===== src/rtl/mips_muldiv_unit_if.sv =====
// Operand, move and result bundle between the MIPS datapath and the multiply/divide unit.
interface mips_muldiv_unit_if #(
    parameter int unsigned WIDTH = 32
);
    logic             start;
    logic [1:0]       op;
    logic [WIDTH-1:0] a;
    logic [WIDTH-1:0] b;
    logic             hi_we;
    logic             lo_we;
    logic [WIDTH-1:0] wdata;
    logic             busy;
    logic             done;
    logic             div_by_zero;
    logic [WIDTH-1:0] hi;
    logic [WIDTH-1:0] lo;

    modport master (
        output start, op, a, b, hi_we, lo_we, wdata,
        input  busy, done, div_by_zero, hi, lo
    );

    modport slave (
        input  start, op, a, b, hi_we, lo_we, wdata,
        output busy, done, div_by_zero, hi, lo
    );
endinterface


===== src/rtl/mips_muldiv_unit.sv =====
// Iterative MULT/MULTU/DIV/DIVU unit with HI/LO registers; one shift-add or
// restoring-divide step per cycle on sign-stripped magnitudes, signs reapplied in FIX.
module mips_muldiv_unit #(
    parameter int unsigned WIDTH = 32
) (
    input logic              clock,
    input logic              reset,
    mips_muldiv_unit_if.slave mdu
);
    localparam int unsigned CW = $clog2(WIDTH + 1);

    typedef enum logic [1:0] {StIdle, StCalc, StFix} state_e;

    state_e               state_q;
    logic                 is_div_q;
    logic                 neg_q;
    logic                 sign_a_q;
    logic                 b_zero_q;
    logic [WIDTH-1:0]     a_raw_q;
    logic [WIDTH-1:0]     opnd_q;
    logic [2*WIDTH-1:0]   acc_q;
    logic [WIDTH:0]       rem_q;
    logic [CW-1:0]        cnt_q;
    logic                 busy_q;
    logic                 done_q;
    logic                 dbz_q;
    logic [WIDTH-1:0]     hi_q;
    logic [WIDTH-1:0]     lo_q;

    logic                 start_signed;
    logic [WIDTH-1:0]     a_mag;
    logic [WIDTH-1:0]     b_mag;
    logic [WIDTH:0]       mul_sum;
    logic [2*WIDTH-1:0]   mul_next;
    logic [WIDTH:0]       div_shift;
    logic [WIDTH:0]       div_diff;
    logic                 div_ge;
    logic [2*WIDTH-1:0]   prod;
    logic [WIDTH-1:0]     quo;
    logic [WIDTH-1:0]     rmd;

    always_comb begin
        start_signed = ~mdu.op[0];
        a_mag = (start_signed && mdu.a[WIDTH-1]) ? -mdu.a : mdu.a;
        b_mag = (start_signed && mdu.b[WIDTH-1]) ? -mdu.b : mdu.b;

        // Multiply: acc low half holds the multiplier, opnd_q the multiplicand.
        mul_sum  = {1'b0, acc_q[2*WIDTH-1:WIDTH]} + (acc_q[0] ? {1'b0, opnd_q} : '0);
        mul_next = {mul_sum, acc_q[WIDTH-1:1]};

        // Divide: acc low half shifts dividend bits out and quotient bits in.
        div_shift = {rem_q[WIDTH-1:0], acc_q[WIDTH-1]};
        div_diff  = div_shift - {1'b0, opnd_q};
        div_ge    = div_shift >= {1'b0, opnd_q};

        prod = neg_q ? -acc_q : acc_q;
        quo  = neg_q ? -acc_q[WIDTH-1:0] : acc_q[WIDTH-1:0];
        rmd  = sign_a_q ? -rem_q[WIDTH-1:0] : rem_q[WIDTH-1:0];
    end

    always_ff @(posedge clock) begin
        if (reset) begin
            state_q  <= StIdle;
            is_div_q <= 1'b0;
            neg_q    <= 1'b0;
            sign_a_q <= 1'b0;
            b_zero_q <= 1'b0;
            a_raw_q  <= '0;
            opnd_q   <= '0;
            acc_q    <= '0;
            rem_q    <= '0;
            cnt_q    <= '0;
            busy_q   <= 1'b0;
            done_q   <= 1'b0;
            dbz_q    <= 1'b0;
            hi_q     <= '0;
            lo_q     <= '0;
        end else begin
            done_q <= 1'b0;
            dbz_q  <= 1'b0;
            unique case (state_q)
                StIdle: begin
                    if (mdu.start) begin
                        is_div_q <= mdu.op[1];
                        neg_q    <= start_signed && (mdu.a[WIDTH-1] ^ mdu.b[WIDTH-1]);
                        sign_a_q <= start_signed && mdu.a[WIDTH-1];
                        b_zero_q <= (mdu.b == '0);
                        a_raw_q  <= mdu.a;
                        opnd_q   <= mdu.op[1] ? b_mag : a_mag;
                        acc_q    <= {{WIDTH{1'b0}}, (mdu.op[1] ? a_mag : b_mag)};
                        rem_q    <= '0;
                        cnt_q    <= CW'(WIDTH);
                        busy_q   <= 1'b1;
                        state_q  <= StCalc;
                    end else begin
                        if (mdu.hi_we) hi_q <= mdu.wdata;
                        if (mdu.lo_we) lo_q <= mdu.wdata;
                    end
                end
                StCalc: begin
                    if (is_div_q) begin
                        rem_q <= div_ge ? div_diff : div_shift;
                        acc_q <= {acc_q[2*WIDTH-1:WIDTH], acc_q[WIDTH-2:0], div_ge};
                    end else begin
                        acc_q <= mul_next;
                    end
                    cnt_q <= cnt_q - CW'(1);
                    if (cnt_q == CW'(1)) state_q <= StFix;
                end
                StFix: begin
                    if (is_div_q && b_zero_q) begin
                        lo_q <= '1;
                        hi_q <= a_raw_q;
                    end else if (is_div_q) begin
                        lo_q <= quo;
                        hi_q <= rmd;
                    end else begin
                        lo_q <= prod[WIDTH-1:0];
                        hi_q <= prod[2*WIDTH-1:WIDTH];
                    end
                    dbz_q   <= is_div_q && b_zero_q;
                    done_q  <= 1'b1;
                    busy_q  <= 1'b0;
                    state_q <= StIdle;
                end
                default: state_q <= StIdle;
            endcase
        end
    end

    assign mdu.busy        = busy_q;
    assign mdu.done        = done_q;
    assign mdu.div_by_zero = dbz_q;
    assign mdu.hi          = hi_q;
    assign mdu.lo          = lo_q;
endmodule


===== src/flat_wrapper.sv =====
// flat-port wrapper written by rule: the top's interface ports become plain ports
module mips_muldiv_unit_flat 
#(
    parameter int unsigned WIDTH = 32
)
  (clock, reset, mdu_start, mdu_op, mdu_a, mdu_b, mdu_hi_we, mdu_lo_we, mdu_wdata, mdu_busy, mdu_done, mdu_div_by_zero, mdu_hi, mdu_lo);
  mips_muldiv_unit_if #(.WIDTH(WIDTH)) mdu_i ();
  input logic clock;
  input logic reset;
  input wire logic [$bits(mdu_i.start)-1:0] mdu_start;
  input wire logic [$bits(mdu_i.op)-1:0] mdu_op;
  input wire logic [$bits(mdu_i.a)-1:0] mdu_a;
  input wire logic [$bits(mdu_i.b)-1:0] mdu_b;
  input wire logic [$bits(mdu_i.hi_we)-1:0] mdu_hi_we;
  input wire logic [$bits(mdu_i.lo_we)-1:0] mdu_lo_we;
  input wire logic [$bits(mdu_i.wdata)-1:0] mdu_wdata;
  output wire logic [$bits(mdu_i.busy)-1:0] mdu_busy;
  output wire logic [$bits(mdu_i.done)-1:0] mdu_done;
  output wire logic [$bits(mdu_i.div_by_zero)-1:0] mdu_div_by_zero;
  output wire logic [$bits(mdu_i.hi)-1:0] mdu_hi;
  output wire logic [$bits(mdu_i.lo)-1:0] mdu_lo;
  assign mdu_i.start = mdu_start;
  assign mdu_i.op = mdu_op;
  assign mdu_i.a = mdu_a;
  assign mdu_i.b = mdu_b;
  assign mdu_i.hi_we = mdu_hi_we;
  assign mdu_i.lo_we = mdu_lo_we;
  assign mdu_i.wdata = mdu_wdata;
  assign mdu_busy = mdu_i.busy;
  assign mdu_done = mdu_i.done;
  assign mdu_div_by_zero = mdu_i.div_by_zero;
  assign mdu_hi = mdu_i.hi;
  assign mdu_lo = mdu_i.lo;
  mips_muldiv_unit #(.WIDTH(WIDTH)) u_core (.clock(clock), .reset(reset), .mdu(mdu_i));
endmodule

===== config.mk =====
export PLATFORM = sky130hd
export DESIGN_NAME = mips_muldiv_unit_flat
export DESIGN_NICKNAME = d
export VERILOG_FILES = /design/src/rtl/mips_muldiv_unit_if.sv /design/src/rtl/mips_muldiv_unit.sv /design/src/flat_wrapper.sv
export SDC_FILE = /design/constraint.sdc
export NUM_CORES = 1
export LEC_CHECK = 0
export CORE_UTILIZATION = 45
export CTS_BUF_LIST = sky130_fd_sc_hd__clkbuf_8
export DETAILED_ROUTE_END_ITERATION = 10
export GPL_ROUTABILITY_DRIVEN = 0
export PLACE_DENSITY = 0.78
export SYNTH_ARGS = -nofsm -noshare
export SYNTH_HDL_FRONTEND = slang
export SYNTH_SLANG_ARGS = --single-unit

===== constraint.sdc =====
create_clock -name clock -period 3.1 [get_ports clock]
set_clock_uncertainty 0.05 [all_clocks]
set_input_delay 0.465 -clock clock [delete_from_list [all_inputs] [get_ports clock]]
set_output_delay 0.465 -clock clock [all_outputs]
set_load 0.02 [all_outputs]

# Word level (Yosys, flattened, before mapping)
# Index checks and enable logic that the tools add are counted.
# totals
output_inout_bits,67
memories,0
latchBits,0
ram_bits,0
mem_bits_ro,0
register_bits,239
inputBits,103
elab_cells,88
# op_classes
n_div,0
order_cmp,1
multipliers,0
n_reduce_logical,17
shifts,0
add_sub_neg,8
n_bitwise,3
muxes,33
n_eq_ne,10
# op_table
cell,n
32-bit two-way mux,18
64-bit two-way mux,3
32-bit one-hot mux with 2 select lines,3
32-bit negator,4
64-bit one-hot mux with 2 select lines,1
64-bit negator,1
32-bit by 33-bit adder with 33-bit output,1
33-bit by 32-bit greater-or-equal comparator with 1-bit output,1
32-bit zero test,1
32-bit subtractor,1
6-bit one-hot mux with 2 select lines,1
3-bit AND reduction,4
"2-bit != test, second input constant",5
2-bit AND reduction,4
"6-bit by 1-bit == test with 1-bit output, second input constant",1
6-bit two-way mux,1
"6-bit by 1-bit subtractor with 6-bit output, second input constant",1
1-bit logical AND,4
2-bit two-way mux,2
"2-bit by 1-bit != test with 1-bit output, second input constant",2
2-bit one-hot mux with 2 select lines,1
2-bit nonzero test,2
"2-bit by 1-bit == test with 1-bit output, second input constant",1
"2-bit == test, second input constant",1
6 further kinds,8

# Logic depth before layout (Yosys ltp)
# depth
depth_word,6
ltp_mapped,14
mapped_depth_nobuf,13

# Least setup slack after synthesis
# Ideal clock, no wire load.
# synth_timing
path_type,reg2reg
startpoint,register u_core.acc_q[11]
endpoint,"register u_core.hi_q[29], in the netlist u_core.mdu.hi[29]"
path_stages_with_launch,11
t_arrival_ns,3.234
required_ns,2.923
setup_ns,0.127
n_path_buf,2
period_less_slack_ns,3.411
setup_slack_ns,-0.311
cell_sequence,dfxtp_1 -> buf_6 -> or4_4 -> or4b_4 -> or4_4 -> or3_1 -> buf_2 -> or4_4 -> o21a_1 -> o21ai_1 -> o21ai_1
# synth_via
elab_chain_cells,5
# synth_rtl
item,line_no,rtl
start: declaration,mips_muldiv_unit.sv:21,logic [2*WIDTH-1:0] acc_q;
start signal: assignment,mips_muldiv_unit.sv:90,"acc_q <= {{WIDTH{1'b0}}, (mdu.op[1] ? a_mag : b_mag)};"
start signal: assignment,mips_muldiv_unit.sv:103,"acc_q <= {acc_q[2*WIDTH-1:WIDTH], acc_q[WIDTH-2:0], div_ge};"
start signal: assignment,mips_muldiv_unit.sv:105,acc_q <= mul_next;
64-bit negator,mips_muldiv_unit.sv:56,prod = neg_q ? -acc_q : acc_q;
64-bit two-way mux,mips_muldiv_unit.sv:56,
32-bit two-way mux,mips_muldiv_unit.sv:114,end else if (is_div_q) begin
32-bit two-way mux,mips_muldiv_unit.sv:111,if (is_div_q && b_zero_q) begin
32-bit one-hot mux with 2 select lines,mips_muldiv_unit.sv:81,unique case (state_q)
end signal: assignment,mips_muldiv_unit.sv:113,hi_q <= a_raw_q;
end signal: assignment,mips_muldiv_unit.sv:116,hi_q <= rmd;
end signal: assignment,mips_muldiv_unit.sv:119,hi_q <= prod[2*WIDTH-1:WIDTH];
end: declaration,mips_muldiv_unit.sv:27,logic [WIDTH-1:0] hi_q;
# No other way between the ends.
# A chain may end at the register's enable or synchronous reset.

# Final worst setup path
# layout_timing
startpoint,register u_core.acc_q[14]
endpoint,"register u_core.hi_q[15], in the netlist u_core.mdu.hi[15]"
# Same word-level chain as after synthesis.

==> out/metrics.cfg <==
[routing]
wl_met3_mm = 9.59
wl_met2_mm = 29.2
wirelength_met1_mm = 26.6
first_pass_iters = 6
antenna_left = 0
top_layer = met5
wl_per_cell_um = 21.5
first_iter_violations = 3213
vias = 20705
wl_mm = 70.2
drc = 0
vias_per_cell = 6.33

[hold_path]
hold_path_class = in2reg
min-delay-start = reset
min_to = u_core.a_raw_q[27]$_SDFFE_PP0P_
min_delay_path_depth = 2

[layout]
drive_gt1_frac = 0.191
fillers = 3231
mostFrequentLayoutCells = 319 x nand2_1, 288 x buf_4, 227 x dfxtp_1
layout_commonest_cell = nand2_1
nets = 2901
area_delta_synth_final_pct = 32.8
postLayoutCellArea_um2 = 23100

[timing]
timing.final.crit_share = 1.12
setup_tns_ns = -2.51
period_minus_slack_ns = 3.49
whs_ns = 0.0699
setup_viol = 16
worst_pin_slew_ns = 1.09
slew_viol_final = 0
hold_viol = 0
timing.final.ws_setup_ns = -0.386
max_slew_margin = 0.267
rsz0062_at_grt = true
max_freq_mhz = 287

[setup_path]
reg2reg_to = u_core.mdu.hi[15]$_SDFFE_PP0P_
critPathTopFamily = simple AND/OR/NAND/NOR gates
worst_path_max_delay_cell = or4b_4
start_kind = register
slowest_delay_ns = 0.54
arrival_ns = 3.95
cp-end-kind = register
rr_worst_depth = 9
critPathBufInv = 1
cp_cell_sequence = or4_4, or4b_4, or4_4, or3_4, buf_4, o21ai_2, xnor2_1, o211ai_1, a311oi_1
worst-endpoint-required_ns = 3.57
r2r_setup_slack_ns = -0.39
path_class = reg2reg
crit_fanout = 4
reg2reg_from = u_core.acc_q[14]$_SDFFE_PP0P_
crit_top_cell = or4_4

[floorplan]
die_x_um = 199
die_h_um = 199
core-area_um2 = 37800
num_rows = 71
die-area_um2 = 39500
initial_core_util = 0.460
io_pins = 170

[flow_run]
cap_viol_max_count = 0

[global_routing]
grt-ovfl-total = 0
grt_pass1_vias = 18556
grt_max_degree = 79
grt_pass1_wl_mm = 104
antenna_found_initial = 3
grt_util_all_layers = 0.337

[synth]
ys_ff_latch = 239
synth-edff-count = 0
synth_area_leader_cell = dfxtp_1
yosysWarnings = 0
synth_cells = 2378
synthFlopType = dfxtp_1
synth.cell_area_um2 = 17400
synth.avg_cell_area_um2 = 7.33
synth_nets = 2553
synthArstFlopShare = 0
yosys-top-cells-area = dfxtp_1 27%, nand2_1 7.0%, a21oi_1 6.8%
yosysSeqAreaShare = 0.275
ys_types = 73
synth.top_cell.area_share = 0.275

[clock_tree]
root_buffer = clkbuf_8
cts.sinks = 239
cts_tree = done
cts_buffers = 43
htreeDepth = 2
clkTransAtPathRegs_ns = 0.06
clk_latency_ns = 0.62
ctsLongestPathBuffers = 3

[placement]
dp_hpwl_mm = 52.4
dpl_cell_area_um2 = 21400
portBuffers = 169
pre_cts_ws_ns = -0.508

[power_and_ir_drop]
total_power_mw = 9.18
power_density_nw_per_um2 = 397
ir_drop_mv = 0.253
p_leak_nw = 9.13

[status]
violations = setup timing
status = finished with violations

==> final cells by class <==
| type | instances | area [um^2] | share of cell area |
|---|---|---|---|
| clock buffers | 52 | 716 | 0.0309 |
| well taps | 511 | 639 | 0.0276 |
| inverters | 75 | 287 | 0.0124 |
| multi-input cells | 1896 | 12400 | 0.537 |
| diodes | 1 | 2.50 | 0.000108 |
| flip-flops and latches | 239 | 4800 | 0.208 |
| repair buffers | 471 | 4070 | 0.176 |
| clock inverters | 24 | 183 | 0.00790 |
==> cell families (layout without fill, tap and decap cells) <==
kind of cell,count (synthesis),count (layout),share of synthesized area
and+or+nand+nor,797,797,0.205
buffers and inverters,243,622,0.0530
muxes,79,79,0.0458
adders and majority gates,72,72,0.0526
DFF,239,239,0.275
other,0,1,0
xor gates and xnor gates,194,194,0.0975
AOI/OAI and AO/OA,754,754,0.271
==> flip-flops by register name (all words and copies together), names as in the netlist <==
register	cells
u_core.a_raw_q	32
u_core.acc_q	64
u_core.b_zero_q	1
u_core.cnt_q	6
u_core.is_div_q	1
u_core.mdu.busy	1
u_core.mdu.div_by_zero	1
u_core.mdu.done	1
u_core.mdu.hi	32
u_core.mdu.lo	32
u_core.neg_q	1
u_core.opnd_q	32
u_core.rem_q	32
u_core.sign_a_q	1
u_core.state_q	2
==> per-layer routing <==
layer  vias to the layer above  track usage
met5                         -            0
met4                         6        0.196
met3                       337       0.0693
met2                      1533        0.501
met1                      9583        0.450
li1                       9246            -
==> stage by stage <==
| stage | cells | utilization |
|---|---|---|
| floorplan | 2378 | - |
| global placement | 3182 | 0.567 |
| detailed placement | 3182 | 0.567 |
| CTS | 3261 | 0.597 |
| global route | 3268 | 0.611 |
| finish | 3269 | 0.611 |
==> where the power goes <==
| group | switching [mW] | total, mW | internal (mW) | leakage (nW) |
|---|---|---|---|---|
| Combinational | 1.50 | 2.59 | 1.09 | 6.66 |
| Sequential | 0.180 | 3.43 | 3.25 | 1.96 |
| Clock | 1.46 | 3.16 | 1.70 | 0.515 |
| Total | 3.14 | 9.18 | 6.04 | 9.13 |
==> worst max path at each step <==
stage | start | end | slack [ns] | cells past startpoint
detailed placement | mdu_b[12] | u_core.acc_q[28]$_SDFFE_PP0P_ | -0.51 | 11
global placement | mdu_a[17] | u_core.acc_q[30]$_SDFFE_PP0P_ | -0.43 | 11
global route | u_core.acc_q[14]$_SDFFE_PP0P_ | u_core.mdu.hi[15]$_SDFFE_PP0P_ | -0.40 | 9
finish | u_core.acc_q[14]$_SDFFE_PP0P_ | u_core.mdu.hi[15]$_SDFFE_PP0P_ | -0.39 | 9
CTS | u_core.acc_q[14]$_SDFFE_PP0P_ | u_core.mdu.hi[16]$_SDFFE_PP0P_ | -0.21 | 10
floorplan | u_core.acc_q[14]$_SDFFE_PP0P_ | u_core.mdu.hi[29]$_SDFFE_PP0P_ | -0.13 | 9
==> synth_stat cells, types with 4 or more instances <==
library cell,count
nand2_1,323
a221oi_1,4
a211oi_1,38
a21oi_1,235
nor3b_1,4
a31oi_1,35
a21o_1,26
a311oi_1,11
or4_1,18
ha_1,70
clkbuf_1,143
a32o_1,7
and2_1,9
o22ai_1,21
nand4_1,11
o21ai_1,6
and3_1,6
a22oi_1,19
or2_2,10
nor3_1,47
o21a_1,15
nor4_1,25
xor2_1,80
a211o_1,5
o221ai_1,32
inv_1,73
mux2_2,6
o211ai_1,29
a22o_1,4
buf_1,21
nor2b_1,14
xnor2_1,114
nor2_1,232
o21ai_0,170
o21bai_1,10
nand3_1,41
mux2i_1,73
a31o_2,4
o31ai_1,38
o41ai_1,15
dfxtp_1,239
or3_1,21
nand2b_1,20
==> timing repair <==
| item | in CTS | in global routing |
|---|---|---|
| setup endpoints to repair | 45 | 85 |
| pin swaps | 22 | 71 |
| endpoints found under the hold margin | 0 | 0 |
| setup buffers | 4 | 8 |
| gates cloned | 1 | 0 |
| resized for setup | 49 | 134 |
| hold buffers | 0 | 0 |
Power figures use the tool's default switching activity.
